==> src/rtl/csa_pkg.sv <==
// Shared carry-save helpers for the reduction tree: the 3:2 row, the 4:2 compressor,
// and the level-count rule. Rows are built at CSA_MAX_W bits and truncated by the caller.
package csa_pkg;

   localparam int CSA_MAX_W   = 1024;
   localparam int NUM_OPS_DEF = 8;

   typedef logic [CSA_MAX_W-1:0] csa_word_t;

   typedef struct packed {
      csa_word_t s;
      csa_word_t c;
   } csa_row_t;

   function automatic int num_levels(input int n);
      return $clog2(n) - 1;
   endfunction

   localparam int LEVELS = num_levels(NUM_OPS_DEF);

   // Bits above the caller's width never feed lower bits, so truncation afterwards is exact.
   function automatic csa_row_t csa3(input csa_word_t a, input csa_word_t b, input csa_word_t c);
      csa_row_t r;
      r.s = a ^ b ^ c;
      r.c = ((a & b) | (a & c) | (b & c)) << 1;
      return r;
   endfunction

   function automatic csa_row_t comp42(input csa_word_t a, input csa_word_t b,
                                       input csa_word_t c, input csa_word_t d);
      csa_row_t r1;
      r1 = csa3(a, b, c);
      return csa3(r1.s, r1.c, d);
   endfunction

   function automatic csa_word_t row_s(input csa_row_t r);
      return r.s;
   endfunction

   function automatic csa_word_t row_c(input csa_row_t r);
      return r.c;
   endfunction

endpackage

==> src/rtl/csa_pipe_stage.sv <==
// One register slice of the reduction pipe: valid bit, data and tag with a
// skid-free ready chain (ready when empty or when the next slice takes our data).
module csa_pipe_stage #(
   parameter int DW    = 8,
   parameter int TAG_W = 8
) (
   input  logic             clk,
   input  logic             rst,
   input  logic             in_vld,
   input  logic [DW-1:0]    in_data,
   input  logic [TAG_W-1:0] in_tag,
   input  logic             nxt_rdy,
   output logic             rdy,
   output logic             vld,
   output logic [DW-1:0]    data,
   output logic [TAG_W-1:0] tag
);

   logic             vld_d,  vld_q;
   logic [DW-1:0]    data_d, data_q;
   logic [TAG_W-1:0] tag_d,  tag_q;

   assign rdy  = ~vld_q | nxt_rdy;
   assign vld  = vld_q;
   assign data = data_q;
   assign tag  = tag_q;

   // Payload only moves with a real set; bubbles leave the last contents in place.
   always_comb begin
      vld_d  = vld_q;
      data_d = data_q;
      tag_d  = tag_q;
      if (rdy) begin
         vld_d = in_vld;
         if (in_vld) begin
            data_d = in_data;
            tag_d  = in_tag;
         end
      end
   end

   always_ff @(posedge clk or posedge rst) begin
      if (rst) begin
         vld_q  <= 1'b0;
         data_q <= '0;
         tag_q  <= '0;
      end else begin
         vld_q  <= vld_d;
         data_q <= data_d;
         tag_q  <= tag_d;
      end
   end

endmodule

==> src/rtl/csa_reduce_pipe.sv <==
// Pipelined carry-save reduction of NUM_OPS operands to a sum/carry pair, one register
// slice per 4:2 level, with an optional registered carry-propagate add on the end.
module csa_reduce_pipe
   import csa_pkg::*;
#(
   parameter int WIDTH     = 128,
   parameter int NUM_OPS   = NUM_OPS_DEF,
   parameter int TAG_W     = 8,
   parameter int FINAL_ADD = 1
) (
   input  logic                     clk,
   input  logic                     rst,
   input  logic                     in_valid,
   output logic                     in_ready,
   input  logic [NUM_OPS*WIDTH-1:0] in_ops,
   input  logic [TAG_W-1:0]         in_tag,
   output logic                     out_valid,
   input  logic                     out_ready,
   output logic [WIDTH-1:0]         out_s,
   output logic [WIDTH-1:0]         out_c,
   output logic [WIDTH-1:0]         out_sum,
   output logic [TAG_W-1:0]         out_tag
);

   localparam int LVLS   = num_levels(NUM_OPS);
   localparam int STAGES = LVLS + ((FINAL_ADD != 0) ? 1 : 0);

   // Index k is the input side of stage k; index STAGES is the output port side.
   logic             vld_pipe [STAGES+1];
   logic             rdy_pipe [STAGES+1];
   logic [TAG_W-1:0] tag_pipe [STAGES+1];

   assign vld_pipe[0]      = in_valid;
   assign tag_pipe[0]      = in_tag;
   assign rdy_pipe[STAGES] = out_ready;
   assign in_ready         = rdy_pipe[0];
   assign out_valid        = vld_pipe[STAGES];
   assign out_tag          = tag_pipe[STAGES];

   for (genvar k = 0; k < LVLS; k++) begin : g_lvl
      localparam int RI = NUM_OPS >> k;
      localparam int RO = RI / 2;

      logic [RI-1:0][WIDTH-1:0] rows_in;
      logic [RO-1:0][WIDTH-1:0] rows_out;
      logic [RO-1:0][WIDTH-1:0] rows_q;

      if (k == 0) begin : g_src
         assign rows_in = in_ops;
      end else begin : g_src
         assign rows_in = g_lvl[k-1].rows_q;
      end

      // Each group of four rows collapses to one sum row and one carry row.
      for (genvar j = 0; j < RO / 2; j++) begin : g_grp
         assign rows_out[2*j]   = WIDTH'(row_s(comp42(CSA_MAX_W'(rows_in[4*j]),
                                                      CSA_MAX_W'(rows_in[4*j+1]),
                                                      CSA_MAX_W'(rows_in[4*j+2]),
                                                      CSA_MAX_W'(rows_in[4*j+3]))));
         assign rows_out[2*j+1] = WIDTH'(row_c(comp42(CSA_MAX_W'(rows_in[4*j]),
                                                      CSA_MAX_W'(rows_in[4*j+1]),
                                                      CSA_MAX_W'(rows_in[4*j+2]),
                                                      CSA_MAX_W'(rows_in[4*j+3]))));
      end

      csa_pipe_stage #(
         .DW    (RO * WIDTH),
         .TAG_W (TAG_W)
      ) u_stage (
         .clk     (clk),
         .rst     (rst),
         .in_vld  (vld_pipe[k]),
         .in_data (rows_out),
         .in_tag  (tag_pipe[k]),
         .nxt_rdy (rdy_pipe[k+1]),
         .rdy     (rdy_pipe[k]),
         .vld     (vld_pipe[k+1]),
         .data    (rows_q),
         .tag     (tag_pipe[k+1])
      );
   end

   if (FINAL_ADD != 0) begin : g_cpa
      logic [2:0][WIDTH-1:0] cpa_in;
      logic [2:0][WIDTH-1:0] cpa_q;
      logic [WIDTH-1:0]      last_s, last_c;

      assign last_s = g_lvl[LVLS-1].rows_q[0];
      assign last_c = g_lvl[LVLS-1].rows_q[1];
      // The redundant pair rides along so out_s/out_c stay aligned with out_sum.
      assign cpa_in = {last_s + last_c, last_c, last_s};

      csa_pipe_stage #(
         .DW    (3 * WIDTH),
         .TAG_W (TAG_W)
      ) u_stage (
         .clk     (clk),
         .rst     (rst),
         .in_vld  (vld_pipe[LVLS]),
         .in_data (cpa_in),
         .in_tag  (tag_pipe[LVLS]),
         .nxt_rdy (rdy_pipe[LVLS+1]),
         .rdy     (rdy_pipe[LVLS]),
         .vld     (vld_pipe[LVLS+1]),
         .data    (cpa_q),
         .tag     (tag_pipe[LVLS+1])
      );

      assign out_s   = cpa_q[0];
      assign out_c   = cpa_q[1];
      assign out_sum = cpa_q[2];
   end else begin : g_nocpa
      assign out_s   = g_lvl[LVLS-1].rows_q[0];
      assign out_c   = g_lvl[LVLS-1].rows_q[1];
      assign out_sum = '0;
   end

endmodule
==> config.mk <==
export PLATFORM = sky130hd
export DESIGN_NAME = csa_reduce_pipe
export DESIGN_NICKNAME = d
export VERILOG_FILES = /design/src/rtl/csa_pkg.sv /design/src/rtl/csa_pipe_stage.sv /design/src/rtl/csa_reduce_pipe.sv
export SDC_FILE = /design/constraint.sdc
export NUM_CORES = 2
export LEC_CHECK = 0
export ABC_AREA = 1
export CORE_AREA = 2 2 558 560
export DETAILED_ROUTE_END_ITERATION = 10
export DIE_AREA = 0 0 560 562
export PLACE_DENSITY = 0.41
export SLEW_MARGIN = 20
export SYNTH_ARGS = -nofsm -noshare
export SYNTH_HDL_FRONTEND = slang
export SYNTH_SLANG_ARGS = --single-unit
==> constraint.sdc <==
create_clock -name clk -period 37 [get_ports clk]
set_input_delay 3.7 -clock clk [delete_from_list [all_inputs] [get_ports clk]]
set_output_delay 3.7 -clock clk [all_outputs]
set_load 0.01 [all_outputs]
# Yosys cells after proc, flatten, opt, wreduce, memory -nomap -nowiden
# Index checks and enable logic that the tools add are counted.
[totals]
wordCells = 61
input_bits = 1036
ff_bits = 1175
[op_classes]
bitwise_logic = 48
reduce_logical = 3
add_sub_neg = 1
[op_table]
columns = ["cell", "count"]
rows = [
  ["$and A127 B127 Y127", 18],
  ["$xor A128 B128 Y128", 12],
  ["$or A127 B127 Y127", 12],
  ["$add A128 B128 Y128", 1],
  ["$reduce_and A2 Y1", 3],
  ["$not A1 Y1", 3],
  ["$or A1 B1 Y1", 3],
]

# Depth between registers and ports, before layout
[depth]
depth_word = 6
ltp_mapped = 19

# Cells and area by module
# From an unflattened synthesis, not the netlist that was laid out.
[unflattened]
hier_cells = 9000
area_unflattened_um2 = 75539.9
[modules_own_cells]
columns = ["module", "cells_per_inst", "area_each_um2", "n_inst"]
rows = [
  ["csa_reduce_pipe", 3889, 29233.0, 1],
  ["csa_pipe_stage (g_lvl[0].u_stage)", 2258, 20427.1, 1],
  ["csa_pipe_stage (g_cpa.u_stage)", 1704, 15421.0, 1],
  ["csa_pipe_stage (g_lvl[1].u_stage)", 1149, 10458.8, 1],
]

# Worst setup path before layout
# Ideal clock, no wire load.
[synth_path]
path_type = "input-to-output"
startpoint = "input port out_ready"
endpoint = "output port in_ready"
setup_slack_ns = 29.273
required_ns = 33.300
path_stages = 4
arrival_time_ns = 4.027
cell_sequence = "inv_1 > nand2_1 > nor2_1 > nand2_1"
[synth_via]
elab_chain_len = 3
[synth_rtl]
columns = ["element", "line_no", "text"]
rows = [
  ["start: declaration", "csa_reduce_pipe.sv:18", "input logic out_ready,"],
  ["$or A1 B1 Y1 (3 in series)", "csa_pipe_stage.sv:23", "assign rdy = ~vld_q | nxt_rdy;"],
  ["end: declaration", "csa_reduce_pipe.sv:14", "output logic in_ready,"],
]
# Every way passes these cells.

# Worst setup path in the final report
# Ends and elaborated chain as after synthesis.

==> insert_results.sql <==
INSERT INTO impl_metrics (metric_group, metric, value, unit) VALUES
('clock_network', 'ctsHtreeMaxLevel', '4', ''),
('critical_path', 'timing.critical_path.max_delay_family', 'buffers and inverters', ''),
('global_routing', 'grt_first_pass_wirelength', '465000', 'um'),
('placement', 'hpwlAfterDp', '269000', 'um'),
('drt', 'wl_per_cell', '23.2', 'um'),
('synthesis', 'number_of_library_cell_types_mapped_by_synthesis', '37', ''),
('synthesis', 'synth.area.top_cells', 'sky130_fd_sc_hd__dfrtp_1 41%, sky130_fd_sc_hd__fa_1 21%, sky130_fd_sc_hd__nand2_1 19%, sky130_fd_sc_hd__inv_1 4.7%, sky130_fd_sc_hd__ha_1 2.2%', ''),
('critical_path', 'timing.critical_path.to_type', 'output port', ''),
('floorplan', 'ios', '1430', ''),
('cells_and_area', 'final_common_cell', 'sky130_fd_sc_hd__nand2_1', ''),
('floorplan', 'die_area', '0.315', 'mm2'),
('cells_and_area', 'layout.area.seq', '0.0293', 'mm2'),
('clock_network', 'clock_net_sink_count', '1171', ''),
('drt', 'detail_route.drc_violations', '0', ''),
('critical_path', 'timing.critical_path.slowest_cell_delay', '0.57', 'ns'),
('critical_path', 'worst-path-buf-inv', '3', ''),
('global_routing', 'grt_pass1_vias', '63900', ''),
('sta', 'finalSetupViolCount', '0', ''),
('sta', 'final.setup.worst_slack', '28.16', 'ns'),
('sta', 'rsz0062_at_grt', 'no', ''),
('placement', 'place_area', '0.0909', 'mm2'),
('clock_network', 'clk_tree_root_cell', 'sky130_fd_sc_hd__clkbuf_16', ''),
('global_routing', 'grt_start_max_net_pins', '157', ''),
('synthesis', 'synth.top_cell.area_share', '40.6', '%'),
('clock_network', 'cts_resized', '0', ''),
('global_routing', 'grt_overflow_total', '0', ''),
('synthesis', 'synth_enable_flop_cells', '0', ''),
('clock_network', 'ctsHoldBuffers', '0', ''),
('synthesis', 'avgSynthCellArea', '8.76', 'um2'),
('sta', 'hold_violations', '0', ''),
('run', 'max_cap_viol_count', '0', ''),
('placement', 'io_buffer_count', '1427', ''),
('critical_path', 'worst-endpoint-required', '33.30', 'ns'),
('cells_and_area', 'most_frequent_cells_in_the_layout', '3697 x sky130_fd_sc_hd__nand2_1, 1427 x sky130_fd_sc_hd__clkdlybuf4s50_1, 1171 x sky130_fd_sc_hd__dfrtp_1, 907 x sky130_fd_sc_hd__inv_1, 759 x sky130_fd_sc_hd__fa_1', ''),
('sta', 'final_cycle_utilization_of_the_critical_path', '23.9', '%'),
('global_routing', 'gr-usage-all-layers', '20.5', '%'),
('floorplan', 'floorplan.initialDensity', '23.4', '%'),
('cells_and_area', 'layout_cell_share_with_drive_strength_beyond_1', '5.71', '%'),
('outcome', 'status', 'completed', ''),
('cells_and_area', 'net_total_in_the_final_layout', '11535', ''),
('floorplan', 'chipHeight', '562', 'um'),
('critical_path', 'crit_fanout', '3', ''),
('clock_network', 'postCtsSetupBuffers', '0', ''),
('worst_hold_path', 'holdCritPathClass', 'register to register', ''),
('sta', 'timing.final.crit_period', '8.84', 'ns'),
('clock_network', 'clk_pin_slew', '0.06', 'ns'),
('sta', 'tns', '0', 'ns'),
('power', 'vdd_ir_drop_max', '0.0542', 'mV'),
('sta', 'final-max-slew-violation-count', '0', ''),
('drt', 'vias_per_cell', '4.20', ''),
('synthesis', 'async_flop_share', '100', '%'),
('sta', 'worstMarginPinSlew', '1.04', 'ns'),
('sta', 'relSlewSlack', '31.0', '%'),
('cells_and_area', 'multi_input_comb_area', '0.0383', 'mm2'),
('synthesis', 'yosys_warnings', '0', ''),
('placement', 'finalWeightedCongestion', '0.984', ''),
('drt', 'drt-pass1-iter-count', '5', ''),
('power', 'leakage', '46.6', 'nW'),
('clock_network', 'cts_buffers', '151', ''),
('critical_path', 'path_cells', 'clkdlybuf4s50_1 > inv_1 > nand2_1 > nor2_1 > nand2_1 > clkdlybuf4s50_1', ''),
('drt', 'detail_route.iter0.violations', '3031', ''),
('synthesis', 'synthCells', '8234', ''),
('synthesis', 'synth.yosys.seq_area_share', '40.6', '%'),
('critical_path', 'worst_path_max_delay_cell', 'sky130_fd_sc_hd__clkdlybuf4s50_1', ''),
('drt', 'final_antenna_net_count', '0', ''),
('power', 'report.power.total', '8.69', 'mW'),
('synthesis', 'synth_top_area_cell', 'sky130_fd_sc_hd__dfrtp_1', ''),
('synthesis', 'postSynth.topFlopCell', 'sky130_fd_sc_hd__dfrtp_1', ''),
('floorplan', 'die_width', '560', 'um'),
('drt', 'detailroute.via_count', '58293', ''),
('floorplan', 'core_area', '0.308', 'mm2');
-- Yosys cell counts, types with 10 or more instances --
master                     instances
sky130_fd_sc_hd__inv_2            14
sky130_fd_sc_hd__o21ai_1          29
sky130_fd_sc_hd__a21oi_1         205
sky130_fd_sc_hd__fa_1            759
sky130_fd_sc_hd__o21ai_0         175
sky130_fd_sc_hd__buf_2           104
sky130_fd_sc_hd__ha_1            128
sky130_fd_sc_hd__nor2_1          364
sky130_fd_sc_hd__xnor2_1          65
sky130_fd_sc_hd__nand3b_1         17
sky130_fd_sc_hd__nand2_2          46
sky130_fd_sc_hd__nand4_1          18
sky130_fd_sc_hd__dfrtp_1        1171
sky130_fd_sc_hd__nand2_1        3700
sky130_fd_sc_hd__nand3_2          18
sky130_fd_sc_hd__buf_4            14
sky130_fd_sc_hd__inv_1           908
sky130_fd_sc_hd__nor2_2           35
sky130_fd_sc_hd__mux2_2          138
sky130_fd_sc_hd__buf_1            13
sky130_fd_sc_hd__o21bai_1         10
sky130_fd_sc_hd__nand3_1         150
sky130_fd_sc_hd__clkbuf_1        114
-- sequential cells by signal (all words and copies together), names as in the netlist --
signal and flops:
g_cpa.u_stage.data 380, g_lvl.u_stage.vld 2, g_cpa.u_stage.vld 1, g_cpa.u_stage.tag 8
g_lvl.u_stage.tag 16, g_lvl.u_stage.data 764
-- cells by family after synthesis --
group | Yosys count | share of synthesized area [%]
AND/OR/NAND/NOR | 4372 | 23.7
flip-flops | 1171 | 40.6
buffers and inverters | 1168 | 6.33
adder cells (fa/ha/maj) | 887 | 23.3
AO/OA/AOI/OAI | 425 | 3.00
multiplexers | 138 | 2.15
XOR/XNOR | 72 | 0.874
other | 1 | 0.00520
-- area by class of cell --
type	instances	share of cell area (%)
Sequential cell	1171	30.5
Tap cell	4120	5.36
Clock inverter	45	0.623
Inverter	923	3.62
Multi-Input combinational cell	5896	39.8
Clock buffer	228	4.82
Antenna cell	31	0.0806
Timing Repair Buffer	1469	15.2
-- report_power, final --
part,internal [mW],switching [mW]
Clock,0.942,0.617
Sequential,1.79,0.395
Combinational,1.76,3.19
Total,4.49,4.20
-- metrics by stage --
step	instances	util [%]	hold WS (ns)
after global placement	13579	29.5	0.457
final	13883	31.2	0.469
after CTS	13852	31.2	0.471
after floorplan	8235	-	0.436
after global routing	13879	31.2	0.493
after detailed placement	13579	29.5	0.459
-- metal layers --
layer  GRT usage (%)  vias up  share of wire [%]
li1                -    27581                  -
met3            6.32      381                7.5
met1            24.4    28780                 40
met4            7.45       10                4.0
met5               0        -              0.022
met2            34.6     1541                 48
-- worst reg2reg max path: stages (launching register included) --
cell                      delay [ns]
sky130_fd_sc_hd__dfrtp_1        0.42
sky130_fd_sc_hd__nand2_1        0.18
sky130_fd_sc_hd__nor2_1         0.08
sky130_fd_sc_hd__nand2_1        0.15
sky130_fd_sc_hd__nand2_4        0.39
sky130_fd_sc_hd__inv_8          0.48
sky130_fd_sc_hd__buf_4          0.67
sky130_fd_sc_hd__buf_4          0.65
sky130_fd_sc_hd__buf_4          0.74
sky130_fd_sc_hd__buf_4          0.82
sky130_fd_sc_hd__nand2_1        0.21
sky130_fd_sc_hd__nand2_1        0.10
-- worst paths after layout --
path / from / end / slack [ns] / depth (start not counted)
worst max-delay path: out_ready / in_ready / 28.16 / 6
worst min-delay path: g_lvl[1].u_stage.tag[4] / g_cpa.u_stage.tag[4] / 0.47 / 2
worst max register to register: g_cpa.u_stage.vld / g_lvl[0].u_stage.data[488] / 32.04 / 11
worst min register to register: g_lvl[1].u_stage.tag[4] / g_cpa.u_stage.tag[4] / 0.47 / 2
max in group asynchronous: rst / g_lvl[1].u_stage.data[108] / 29.35 / 7
min in group asynchronous: rst / g_lvl[0].u_stage.data[149] / 3.41 / 2
(Power assumes the default switching activity.)
